$ cat config.mk
export PLATFORM = sky130hd
export DESIGN_NAME = async_fifo
export DESIGN_NICKNAME = d
export VERILOG_FILES = /design/src/rtl/async_fifo_pkg.sv /design/src/rtl/async_fifo_mem.sv /design/src/rtl/async_fifo.sv
export SDC_FILE = /design/constraint.sdc
export NUM_CORES = 1
export LEC_CHECK = 0
export ABC_CLOCK_PERIOD_IN_PS = 4280
export CAP_MARGIN = 40
export CORE_MARGIN = 2
export CORE_UTILIZATION = 60
export DETAILED_ROUTE_END_ITERATION = 10
export HOLD_SLACK_MARGIN = 0.1
export PLACE_DENSITY = 0.77
export SLEW_MARGIN = 40
export SYNTH_ARGS = -nofsm -noshare
export SYNTH_HDL_FRONTEND = slang
export SYNTH_SLANG_ARGS = --single-unit
$ cat constraint.sdc
create_clock -name w_clk -period 4.28 [get_ports w_clk]
set_input_delay 0.642 -clock w_clk [delete_from_list [all_inputs] [get_ports w_clk]]
set_output_delay 0.642 -clock w_clk [all_outputs]
set_load 0.01 [all_outputs]
$ cat src/rtl/async_fifo_pkg.sv
// async_fifo_pkg: shared constants and helpers for the async_fifo block.
//  - ptr_width(): pointer width for a given depth (address bits plus one
//    wrap bit that lets full and empty be told apart).
//  - PTR_RST / DOUT_RST: reset values for the pointers and the read data,
//    replicated to the required width at the point of use.
package async_fifo_pkg;

  localparam logic PTR_RST  = 1'b0;
  localparam logic DOUT_RST = 1'b0;

  // Pointer width: clog2(depth) address bits plus the wrap bit.
  function automatic int ptr_width(input int depth);
    return $clog2(depth) + 1;
  endfunction

endpackage

$ cat src/rtl/async_fifo_mem.sv
// async_fifo_mem: D x W dual-port register array with a registered read port.
// Ports:
//  clk    in  1   clock
//  rst    in  1   synchronous active-high reset (clears rdata only)
//  we     in  1   write enable
//  waddr  in  AW  write address
//  wdata  in  W   write data
//  re     in  1   read enable
//  raddr  in  AW  read address
//  rdata  out W   registered read data, holds when re is low
module async_fifo_mem
  import async_fifo_pkg::*;
#(
  parameter int W  = 8,
  parameter int D  = 32,
  parameter int AW = 5
) (
  input  logic          clk,
  input  logic          rst,
  input  logic          we,
  input  logic [AW-1:0] waddr,
  input  logic [W-1:0]  wdata,
  input  logic          re,
  input  logic [AW-1:0] raddr,
  output logic [W-1:0]  rdata
);

  logic [W-1:0] mem_r [D];
  logic [W-1:0] rdata_r;

  // Storage array write; contents are deliberately not cleared by reset.
  always_ff @(posedge clk) begin
    if (we) begin
      mem_r[waddr] <= wdata;
    end
  end

  // Registered read port; the output keeps its last value when no read occurs.
  always_ff @(posedge clk) begin
    if (rst) begin
      rdata_r <= {W{DOUT_RST}};
    end else if (re) begin
      rdata_r <= mem_r[raddr];
    end else begin
      rdata_r <= rdata_r;
    end
  end

  assign rdata = rdata_r;

endmodule

$ cat src/rtl/async_fifo.sv
// async_fifo: single-clock W x D FIFO with registered read data and
// combinational full/empty flags derived from the registered pointers.
// Optional feature macro: ASYNC_FIFO_COUNT_EN adds a registered occupancy
// output 'count'.
// Ports:
//  w_clk  in  1     the only clock (read and write)
//  w_rst  in  1     synchronous active-high reset
//  w_en   in  1     write request (accepted when not full)
//  r_en   in  1     read request (accepted when not empty)
//  d_in   in  W     write data
//  d_out  out W     read data, registered, holds when no read is accepted
//  full   out 1     no free entry
//  empty  out 1     no stored entry
//  count  out AW+1  occupancy 0..D (ASYNC_FIFO_COUNT_EN only)
module async_fifo
  import async_fifo_pkg::*;
#(
  parameter  int W  = 8,
  parameter  int D  = 32,
  localparam int PW = ptr_width(D),
  localparam int AW = PW - 1
) (
  input  logic         w_clk,
  input  logic         w_rst,
  input  logic         w_en,
  input  logic         r_en,
  input  logic [W-1:0] d_in,
  output logic [W-1:0] d_out,
  output logic         full,
  output logic         empty
`ifdef ASYNC_FIFO_COUNT_EN
  ,
  output logic [AW:0]  count
`endif
);

  logic [AW:0] wr_ptr_r;
  logic [AW:0] rd_ptr_r;
  logic        full_s;
  logic        empty_s;
  logic        wr_acc_s;
  logic        rd_acc_s;

  // Pointers match exactly when empty; full when only the wrap bit differs.
  assign empty_s = (wr_ptr_r == rd_ptr_r);
  assign full_s  = (wr_ptr_r[AW] != rd_ptr_r[AW]) &&
                   (wr_ptr_r[AW-1:0] == rd_ptr_r[AW-1:0]);

  // Blocked requests are simply not accepted; requests during reset are ignored.
  assign wr_acc_s = w_en && !full_s  && !w_rst;
  assign rd_acc_s = r_en && !empty_s && !w_rst;

  // Write pointer: advances on every accepted write, wraps modulo 2*D.
  always_ff @(posedge w_clk) begin
    if (w_rst) begin
      wr_ptr_r <= {PW{PTR_RST}};
    end else if (wr_acc_s) begin
      wr_ptr_r <= wr_ptr_r + {{AW{1'b0}}, 1'b1};
    end else begin
      wr_ptr_r <= wr_ptr_r;
    end
  end

  // Read pointer: advances on every accepted read, wraps modulo 2*D.
  always_ff @(posedge w_clk) begin
    if (w_rst) begin
      rd_ptr_r <= {PW{PTR_RST}};
    end else if (rd_acc_s) begin
      rd_ptr_r <= rd_ptr_r + {{AW{1'b0}}, 1'b1};
    end else begin
      rd_ptr_r <= rd_ptr_r;
    end
  end

  async_fifo_mem #(
    .W  (W),
    .D  (D),
    .AW (AW)
  ) u_mem (
    .clk   (w_clk),
    .rst   (w_rst),
    .we    (wr_acc_s),
    .waddr (wr_ptr_r[AW-1:0]),
    .wdata (d_in),
    .re    (rd_acc_s),
    .raddr (rd_ptr_r[AW-1:0]),
    .rdata (d_out)
  );

  assign full  = full_s;
  assign empty = empty_s;

`ifdef ASYNC_FIFO_COUNT_EN
  logic [AW:0] count_r;

  // Occupancy counter; tracks wr_ptr - rd_ptr, unchanged on read+write.
  always_ff @(posedge w_clk) begin
    if (w_rst) begin
      count_r <= {PW{PTR_RST}};
    end else begin
      case ({wr_acc_s, rd_acc_s})
        2'b10:   count_r <= count_r + {{AW{1'b0}}, 1'b1};
        2'b01:   count_r <= count_r - {{AW{1'b0}}, 1'b1};
        default: count_r <= count_r;
      endcase
    end
  end

  assign count = count_r;
`endif

endmodule

==> flow_summary.ini <==
[timing]
worstMarginPinSlew_ns = 0.841
hold_viol = 0
min_period_ns = 3.34
relSlewSlack_pct = 43.8
setup_viol = 0
rsz0062_at_grt = no
whs_ns = 0.526
timing.fmax_ghz = 0.299
final.setup.worst_slack_ns = 0.937
finClkSkew_ns = 0.0168
tns_ns = 0
fin_crit_sh_pct = 78.1
final-max-slew-violation-count = 0

[grt]
antenna_found_initial = 0
grt_overflow_total = 0
grt_first_pass_wirelength_microns = 35500
met2_usage_pct = 41.0
track_usage_pct = 25.2
met1_usage_pct = 35.0
top_usage_layer = met2
grt_max_degree = 41
grt_pass1_vias = 5673
met3_usage_pct = 4.32

[layout]
stdcell_count = 856
diodes = 0
area_growth_pct = 12.3
nets = 623
fin_area_sq_mm = 0.0122
drive_above_1_share_pct = 19.1
finish.utilization_pct = 68.4

[status]
status = completed

[routing]
finalWirelength_microns = 23800
avgViaCountPerCell = 6.59
detail-route-antenna-nets = 0
dr.pass1.iters = 5
drc = 0
drtIter0Drc = 815
wl_per_cell_microns = 27.8
dr_total_vias = 5642

[clock_network]
cts.reportedPaths.clkPinSlew_ns = 0.06
cts_root_buf = clkbuf_16
clock_latency_ns = 0.54
cts_setup_buffers = 0
clockBufferDepth = 3
cts_sinks = 276
cts-resized-gates = 0
cts_tree = built
cts-htree-levels = 1
holdBufCountCts = 0
numCtsBuffers = 27

[synthesis]
synthSimpleGateAreaFrac_pct = 4.03
synth_top_family_by_area = multiplexers
synth-seq-area-share_pct = 74.2
synthAdderAreaFrac_pct = 0.574
synthXorXnorAreaFrac_pct = 1.01
synth_fp_nets = 595
synth_warnings = 0
ys_ff_latch = 276
synth_compound_area_share_pct = 5.10
yosysUniqueCellTypes = 38
synth_ff_type = edfxtp_1
syn_area_sq_mm = 0.0109
synth_edf_count = 256
syn_area_per_cell_sq_um = 18.9
synthArstFlopShare_pct = 0
synth_top_area_share_pct = 70.5
syn_inst = 578
ys_top_cells_by_area = edfxtp_1 71%, mux4_2 9.9%, dfxtp_1 3.7%, mux2i_1 3.1%, nor2_1 1.4%
yosysTopAreaCell = edfxtp_1
synth.area.mux_share_pct = 13.0

[floorplan]
core.rowCount = 49
die_area_sq_mm = 0.0193
die_x_microns = 139
core-area_sq_mm = 0.0179
die_h_microns = 139
io_pins = 22
start_util_pct = 60.9

[placement]
post_dp_cell_area_sq_mm = 0.0113
dpl.hpwl_microns = 14700
placedCellCount = 806
gp_congestion = 0.891
port_buffers = 21
dp_slack_ns = 1.11

[worst_setup_path]
crit_required_ns = 3.64
path_class = reg -> out
critPathLaunchType = register
endpoint_kind = output pin
crit_path_max_fanout = 20
critPathArrivalTime_ns = 2.70

[run]
maxCapViolCount = 0

[power]
power_mw = 6.10
power.leakage_nw = 3.77
powerDensity_mw_per_mm2 = 499
worst_ir_drop_vdd_mv = 0.583

[worst_hold_path]
worstHoldPathType = reg -> reg
[per-layer routing]
metal  vias up  share of wire (%)
met2       356                 49
li1       2385                  -
met1      2839                 38
met4         0                4.0
met5         -                  0
met3        62                9.0
[flip-flops by register name, indices dropped and copies added, names as in the netlist]
register and count:
u_mem.mem_r 256, wr_ptr_r 6, u_mem.rdata 8, rd_ptr_r 6
[power by group]
group	leakage (nW)	internal (mW)	switching [mW]
clock network	0.465	1.49	0.956
registers	2.47	2.97	0.0382
logic	0.834	0.307	0.340
[synthesized netlist by cell type (4+ instances only)]
cell and number:
buf_2 11, nor2_1 42, xnor2_1 4, a211oi_1 8, clkbuf_1 10, a22oi_1 16, nand2_1 21, o21ai_0 5
mux4_2 48, buf_1 4, edfxtp_1 256, ha_1 5, mux2i_1 34, nor2b_1 5, o221ai_1 8, nand3_1 6
or3_1 5, inv_1 4, o22ai_1 8, dfxtp_1 20, buf_6 6, a32o_1 8, a21oi_1 15
[cells by family (layout without fill, tap and decap cells)]
group	count (synthesis)	count (layout)
DFF	276	276
and+or+nand+nor	93	93
muxes	82	82
AOI/OAI and AO/OA	73	73
buffers and inverters	39	88
xor gates and xnor gates	10	10
adders and majority gates	5	5
[cell type report]
cell class	instances	area, sq um
multi-input combinational	263	2590
fill	1096	5660
clock inverter	9	138
timing repair buffer	34	308
tap	229	287
clock buffer	41	808
inverter	4	15.0
sequential	276	8090
[path summary, 6_finish.rpt]
path,start,end,slack [ns],depth (start not counted)
worst min register to register,u_mem.rdata[1],u_mem.rdata[1],0.53,1
worst min-delay path,u_mem.rdata[1],u_mem.rdata[1],0.53,1
worst max register to register,rd_ptr_r[4],u_mem.mem_r[10][1],1.32,5
worst max-delay path,rd_ptr_r[4],full,0.94,5
[placed cells by master (no fill, tap or decap), types with 2 or more instances in the layout]
master and n:
mux4_2 48, or4_1 2, clkinv_2 4, a22oi_1 16, nand2_1 21, or3b_1 3
or2_2 3, or3b_2 2, a32o_1 8, or3_1 5, nor2b_1 4, clkdlybuf4s50_1 21
nand3_1 6, inv_1 4, clkbuf_8 8, nor2_1 42, clkbuf_1 6, xor2_1 3
o22ai_1 8, bufinv_16 3, o21ai_0 5, o31ai_1 2, nand3b_1 3, dfxtp_1 18
o221ai_1 8, xnor2_1 4, xnor2_2 3, a211oi_1 8, ha_1 5, buf_4 13
clkbuf_16 27, edfxtp_1 256, a21oi_1 15, mux2i_1 34
[worst max-delay path, cell delays in order, from the launching register on]
cell and delay (ns):
dfxtp_1 0.84, xnor2_2 0.18, nand3_2 0.18, or2_2 0.33
nor2_1 0.09, clkdlybuf4s50_1 0.54
(Power assumes the default switching activity.)
